==> src/rtl/shift_deserializer.sv <==
// Serial-to-parallel receiver: assembles WIDTH-bit words MSB- or LSB-first, aligns on a
// frame sync and hands each word out through a one-deep valid/ready holding buffer.
module shift_deserializer #(
    parameter int unsigned WIDTH        = 8,
    parameter bit          REQUIRE_SYNC = 1'b1
) (
    input  logic                         clk_i,
    input  logic                         rst_i,
    input  logic                         en_i,
    input  logic                         direction_i,
    input  logic                         in_i,
    input  logic                         sync_i,
    input  logic                         out_ready_i,
    input  logic                         err_clr_i,
    output logic [WIDTH-1:0]             parallel_out_o,
    output logic                         out_valid_o,
    output logic                         overrun_o,
    output logic                         align_err_o,
    output logic [$clog2(WIDTH+1)-1:0]   bit_count_o
);

    localparam int unsigned     CntW    = $clog2(WIDTH + 1);
    localparam logic [CntW-1:0] CntFull = CntW'(WIDTH);
    localparam logic [CntW-1:0] CntOne  = CntW'(1);

    typedef enum logic [0:0] {StHunt, StShift} state_e;

    state_e            state_q, state_d;
    logic [WIDTH-1:0]  sr_q, sr_d;
    logic [CntW-1:0]   cnt_q, cnt_d;
    logic              dir_q, dir_d;
    logic [WIDTH-1:0]  out_q, out_d;
    logic              valid_q, valid_d;
    logic              overrun_q, overrun_d;
    logic              align_q, align_d;

    logic              take;
    logic              first;
    logic              misalign;
    logic              dir_eff;
    logic [WIDTH-1:0]  sr_shift;
    logic [CntW-1:0]   cnt_inc;
    logic              complete;
    logic              load_ok;

    // Decide whether this strobe captures a bit and whether it starts a new word.
    always_comb begin
        take     = 1'b0;
        first    = 1'b0;
        misalign = 1'b0;
        if (en_i) begin
            case (state_q)
                StHunt: begin
                    take  = sync_i;
                    first = sync_i;
                end
                StShift: begin
                    take     = 1'b1;
                    first    = sync_i || (cnt_q == '0);
                    misalign = sync_i && (cnt_q != '0);
                end
                default: begin
                    take = 1'b0;
                end
            endcase
        end
    end

    // The first bit of a word uses the live direction input; later bits use the latched one.
    always_comb begin
        dir_eff  = first ? direction_i : dir_q;
        sr_shift = dir_eff ? {sr_q[WIDTH-2:0], in_i} : {in_i, sr_q[WIDTH-1:1]};
        cnt_inc  = first ? CntOne : cnt_q + CntOne;
        complete = take && (cnt_inc == CntFull);
        load_ok  = !valid_q || out_ready_i;
    end

    always_comb begin
        state_d   = state_q;
        sr_d      = sr_q;
        cnt_d     = cnt_q;
        dir_d     = dir_q;
        out_d     = out_q;
        valid_d   = valid_q;
        overrun_d = overrun_q;
        align_d   = misalign;

        if (valid_q && out_ready_i) begin
            valid_d = 1'b0;
        end
        if (err_clr_i) begin
            overrun_d = 1'b0;
        end

        if (take) begin
            state_d = StShift;
            sr_d    = sr_shift;
            dir_d   = dir_eff;
            cnt_d   = complete ? '0 : cnt_inc;
        end

        // A dropped word sets overrun after the clear so set wins.
        if (complete) begin
            if (load_ok) begin
                out_d   = sr_shift;
                valid_d = 1'b1;
            end else begin
                overrun_d = 1'b1;
            end
        end
    end

    always_ff @(posedge clk_i) begin
        if (rst_i) begin
            state_q   <= REQUIRE_SYNC ? StHunt : StShift;
            sr_q      <= '0;
            cnt_q     <= '0;
            dir_q     <= 1'b1;
            out_q     <= '0;
            valid_q   <= 1'b0;
            overrun_q <= 1'b0;
            align_q   <= 1'b0;
        end else begin
            state_q   <= state_d;
            sr_q      <= sr_d;
            cnt_q     <= cnt_d;
            dir_q     <= dir_d;
            out_q     <= out_d;
            valid_q   <= valid_d;
            overrun_q <= overrun_d;
            align_q   <= align_d;
        end
    end

    assign parallel_out_o = out_q;
    assign out_valid_o    = valid_q;
    assign overrun_o      = overrun_q;
    assign align_err_o    = align_q;
    assign bit_count_o    = cnt_q;

endmodule
==> config.mk <==
export PLATFORM = sky130hd
export DESIGN_NAME = shift_deserializer
export DESIGN_NICKNAME = d
export VERILOG_FILES = /design/src/rtl/shift_deserializer.sv
export SDC_FILE = /design/constraint.sdc
export NUM_CORES = 1
export LEC_CHECK = 0
export CORE_MARGIN = 1
export CORE_UTILIZATION = 40
export CTS_BUF_LIST = sky130_fd_sc_hd__clkbuf_4 sky130_fd_sc_hd__clkbuf_8
export DETAILED_ROUTE_END_ITERATION = 7
export MAX_ROUTING_LAYER = met4
export PLACE_DENSITY_LB_ADDON = 0.1
export SKIP_CTS_REPAIR_TIMING = 1
export SLEW_MARGIN = 20
export SYNTH_ARGS = -nofsm -noshare
export SYNTH_HDL_FRONTEND = slang
export SYNTH_SLANG_ARGS = --single-unit
==> constraint.sdc <==
create_clock -name clk_i -period 1.6 [get_ports clk_i]
set_input_delay 0.16 -clock clk_i [delete_from_list [all_inputs] [get_ports clk_i]]
set_output_delay 0.16 -clock clk_i [all_outputs]
set_load 0.01 [all_outputs]
# ---- Word level (Yosys, flattened, before mapping)
# Cells that the tools add are included.
# W data, S select, Z words.
dict set report word_totals {
  wordCells 36
  register_bits 25
  output_inout_bits 15
  input_bits 8
}
dict set report op_classes {
  bitwise_logic 2
  eq_ne 1
  addsub 1
  n_mux 14
  reduce_logical 10
}
# op count
set op_table {}
lappend op_table {{$mux W1} 9}
lappend op_table {{$mux W4} 2}
lappend op_table {{$mux W8} 1}
lappend op_table {{$add A4 B1 Y4 const B} 1}
lappend op_table {{$eq A4 B4 Y1 const B} 1}
lappend op_table {{$logic_not A4 Y1} 1}
lappend op_table {{$pmux W1 S2} 2}
lappend op_table {{$reduce_bool A4 Y1} 1}
lappend op_table {{$logic_and A1 B1 Y1} 3}
lappend op_table {{$reduce_or A3 Y1} 1}
lappend op_table {{$logic_or A1 B1 Y1} 2}
lappend op_table {{$not A1 Y1} 2}
lappend op_table {{$reduce_and A2 Y1} 1}
lappend op_table {{$logic_not A1 Y1} 1}

# ---- Logic depth before layout (Yosys ltp)
dict set report depth {
  word_depth 8
  depth_mapped 7
  mapped_depth_nobuf 6
}

# ---- Worst setup path before layout
# OpenSTA, ideal clock, no wires.
dict set report synth_timing {
  path_kind {register to register}
  startpoint {reg cnt_q[0], in the netlist bit_count_o[0]}
  endpoint {reg out_q[5], in the netlist parallel_out_o[5]}
  setup_ns 0.148
  required_ns 1.452
  arrival_time_ns 1.619
  path_buffers 1
  period_less_slack_ns 1.767
  stages_incl_launch_ff 8
  slack_ns -0.167
  cell_sequence {dfxtp_1 inv_1 ha_1 or3b_1 buf_6 nor3_2 a2111oi_0 a211oi_1}
}
dict set report synth_via {
  elab_chain_len 8
  elab_cells_between_ends 11
  cone_classes {add/sub (1); eq/ne (1); mux (5); reduce/logical (4)}
}
# item line
set synth_lines {}
lappend synth_lines {{from (decl)} 30} ;# logic [CntW-1:0] cnt_q, cnt_d;
lappend synth_lines {{from (signal assigned)} 126} ;# cnt_q <= cnt_d;
lappend synth_lines {{$logic_not A4 Y1} 59} ;# first = sync_i || (cnt_q == '0);
lappend synth_lines {{$logic_or A1 B1 Y1} 59}
lappend synth_lines {{$pmux W1 S2} 52} ;# case (state_q)
lappend synth_lines {{$mux W1} 51} ;# if (en_i) begin
lappend synth_lines {{$mux W4} 73} ;# cnt_inc = first ? CntOne : cnt_q + CntOne;
lappend synth_lines {{$eq A4 B4 Y1} 74} ;# complete = take && (cnt_inc == CntFull);
lappend synth_lines {{$logic_and A1 B1 Y1} 74}
lappend synth_lines {{$reduce_and A2 Y1 (no line)} --}
lappend synth_lines {{to (signal assigned)} 128} ;# out_q <= out_d;
lappend synth_lines {{to (decl)} 32} ;# logic [WIDTH-1:0] out_q, out_d;
# Parallel ways exist; a longest one is shown, timed or not.
# A chain may end at the register's enable or synchronous reset.

# ---- Worst setup path after layout
dict set report layout_timing {
  startpoint {reg cnt_q[1], in the netlist bit_count_o[1]}
  endpoint {reg cnt_q[3], in the netlist bit_count_o[3]}
}
dict set report layout_via {
  elab_chain_len 8
  elab_cells_between_ends 9
  cone_classes {add/sub (1); eq/ne (1); mux (4); reduce/logical (3)}
}
# item line
set layout_lines {}
lappend layout_lines {{$logic_not A4 Y1} 59}
lappend layout_lines {{$logic_or A1 B1 Y1} 59}
lappend layout_lines {{$pmux W1 S2} 52}
lappend layout_lines {{$mux W1} 51}
lappend layout_lines {{$mux W4 *} 73}
lappend layout_lines {{$eq A4 B4 Y1} 74}
lappend layout_lines {{$logic_and A1 B1 Y1} 74}
lappend layout_lines {{$mux W4 *} 99} ;# cnt_d = complete ? '0 : cnt_inc;
# Every way passes the cells marked *; elsewhere a longest branch is shown, timed or not.

==> flow_summary.ini <==
[place]
port_buffers = 22
place_hpwl_um = 3067
gp_routability_congestion = 0.8425

[layout]
layout_common_cells = buf_4, dfxtp_1, clkdlybuf4s50_1, mux2i_1, a211oi_1
utilization = 0.6638
nFillCells = 304
layout_commonest_cell = buf_4
diodes = 0
final_nets = 240
area_growth_pct = 56.01
drive_gt1_frac = 0.4236

[sta]
fin_crit_ps = 1756
fin_tns_setup_ps = -1689
fmax_mhz = 569.5
rsz0062_at_grt = yes
slew_viol_final = 0
hold_viol = 0
setup_slack_ps = -155.8
setup_viol = 20
worst_pin_slew_ps = 460.8
holdWs_ps = 341.5
fin_skew_ps = 2.496
slew_headroom = 0.6910
timing.final.crit_share = 1.097

[critical_path]
rrSetupSlack_ps = -160
cp.required_ps = 1760
max_stage_delay_ps = 340
crit_top_cell = buf_6
critPathKind = reg -> reg
path_cells = inv_2, ha_4, buf_6, nor3b_2, nor3_4, buf_4, buf_6, a31oi_1, a311oi_1
path_max_fanout = 4
cp-start-kind = flop
end_kind = flop
cp_slowest_cell = dfxtp_2
rr_worst_depth = 9
rr_endpoint = bit_count_o[3]$_SDFFE_PP0P_
r2r-start = bit_count_o[1]$_SDFFE_PP0P_
crit_arrival_ps = 1920

[cts]
clock-sinks = 25
clk-insertion-delay-late_ps = 260
clock_path_buffers = 2
clk_pin_slew_ps = 90
cts_made_buffers = 3
root_buffer = clkbuf_8
htree_levels = 1
cts_tree = yes

[floorplanning]
dieWidth_um = 65.10
dieHeight_um = 65.10
core_mm2 = 0.003744
row_count = 22
die_area_mm2 = 0.004238
start_util = 0.4255
ioPinCount = 23

[routing]
avgRoutedWirePerCell_um = 16.67
drt-initial-drc-count = 94
ant_nets = 0
drt-total-wl_um = 4617
firstDrtPassIters = 5
vias = 1569
post_drt_via_cell_ratio = 5.664
drcViolationCount = 0

[synthesis]
synth_edf_count = 0
syn_inst = 175
ys_seq_area_frac = 0.3142
yosysTopAreaCellShare = 0.3142
syn_area_per_cell_um2 = 9.102
yosys.area_share.simple = 0.2003
synth_cell_types = 38
synthMuxAreaShare = 0.1068
netlist_area_mm2 = 0.001593
synthArstFlopShare = 0
synthTopCellsByArea = dfxtp_1, mux2i_1, a211oi_1, nor3_2, a211oi_2
syn_nets = 185
yosysTopAreaCell = dfxtp_1
synth-compound-area-share = 0.2757
ys.flop_type = dfxtp_1
synth_seq_cells = 25
ys_warn_count = 0
synth_top_family_by_area = compound AO/OA/AOI/OAI gates
yosys.area_share.adder = 0.01571
synth_xor_area_frac = 0.005499

[global_route]
grt_use_total = 0.2138
antenna_found_initial = 0
grt_max_degree = 24
grt_pass1_vias = 1488
grt-ovfl-total = 0
grt_pass1_wl_um = 6975

[power_and_ir_drop]
p_comb_frac = 0.294
peakVddDrop_v = 0.0004215
p_seq_frac = 0.460
power_density_mw_per_mm2 = 598.6
leakage_nw = 0.9616
intPower_mw = 1.031
sw_frac_of_total = 0.3068
pwr-share-clk = 0.246
p_switching_uw = 456.4

[hold_path]
hold_start = direction_i
hp-class = in -> reg
hold-path-endpoint = dir_q$_SDFFE_PP1P_
holdPathStages = 3

[outcome]
violations = setup timing
outcome = finished, violations left

[job]
max_cap_viol_count = 0
==> synthesized netlist by cell type (all sizes together) (2+ instances only) <==
master,instances
clkbuf,9
nand2,4
nand3,2
inv,8
nor3,17
dfxtp,25
buf,9
a211oi,21
mux2i,17
and3,2
a21oi,9
ha,2
a2111oi,7
nand3b,2
a31oi,9
a311oi,2
nand2b,5
nor2,11
==> cell type report <==
cell class,count,area [µm²],area share
multi-input combinational,124,1212,0.4879
timing repair buffer,68,631.9,0.2543
sequential,25,504.2,0.2029
tap,48,60.06,0.02417
clock buffer,3,41.29,0.01662
inverter,8,30.03,0.01208
clock inverter,1,5.005,0.002014
==> worst max-delay path, delay by kind of cell, from the launching register on <==
family          cells  cell delay [ps]
buf+inv             4              410
flops               1              340
compound gates      2              380
fa+ha+maj           1              160
simple gates        2              370
==> power by group through the flow <==
stage	sequential, mW	combinational (mW)	clock, mW
4_1_cts	0.678	0.369	0.377
6_report	0.684	0.437	0.366
2_1_floorplan	0.685	0.212	0
3_3_place_gp	0.692	0.358	0
3_5_place_dp	0.692	0.366	0
5_1_grt	0.688	0.468	0.405
==> cells by family (layout without fill, tap and decap cells) <==
logic type	after synthesis	in the layout
multiplexers	17	17
flip-flops	25	25
XOR/XNOR	1	1
AND/OR/NAND/NOR	50	50
adder cells (fa/ha/maj)	2	2
buffers and inverters	26	80
AO/OA/AOI/OAI	54	54
==> metrics by stage <==
| step | power, mW | std cells | setup WS (ps) | instance area, µm² |
|---|---|---|---|---|
| floorplan | 0.8972 | 175 | -2.158 | 1623 |
| global route | 1.562 | 277 | -235.0 | 2485 |
| CTS | 1.424 | 273 | -321.9 | 2196 |
| detailed placement | 1.058 | 269 | -459.0 | 2150 |
| global placement | 1.049 | 269 | -372.6 | 2150 |
| finish | 1.488 | 277 | -155.8 | 2485 |
==> flip-flops by register name, indices dropped and copies added, names as in the netlist <==
| register | flops |
|---|---|
| sr_q | 8 |
| align_err_o | 1 |
| overrun_o | 1 |
| dir_q | 1 |
| bit_count_o | 4 |
| out_valid_o | 1 |
| state_q | 1 |
| parallel_out_o | 8 |
==> how the worst max path moves through the flow <==
stage	from	end	slack [ps]	cells past startpoint
2_1_floorplan	bit_count_o[0]$_SDFFE_PP0P_	parallel_out_o[7]$_SDFFE_PP0P_	-2	7
3_3_place_gp	direction_i	parallel_out_o[2]$_SDFFE_PP0P_	-370	6
3_5_place_dp	direction_i	parallel_out_o[2]$_SDFFE_PP0P_	-460	6
4_1_cts	bit_count_o[1]$_SDFFE_PP0P_	parallel_out_o[1]$_SDFFE_PP0P_	-320	8
5_1_grt	bit_count_o[1]$_SDFFE_PP0P_	bit_count_o[3]$_SDFFE_PP0P_	-240	9
6_report	bit_count_o[1]$_SDFFE_PP0P_	bit_count_o[3]$_SDFFE_PP0P_	-160	9
==> metal layers <==
metal / track usage / vias up / share of wire
met1: 0.2965 / 757 / 0.46
met3: 0.01563 / 4 / 0.031
met5: - / - / 0
met4: 0.04348 / 0 / 0.0058
li1: - / 773 / -
met2: 0.3438 / 35 / 0.50
Note: power is estimated with default switching activity, not from simulation.
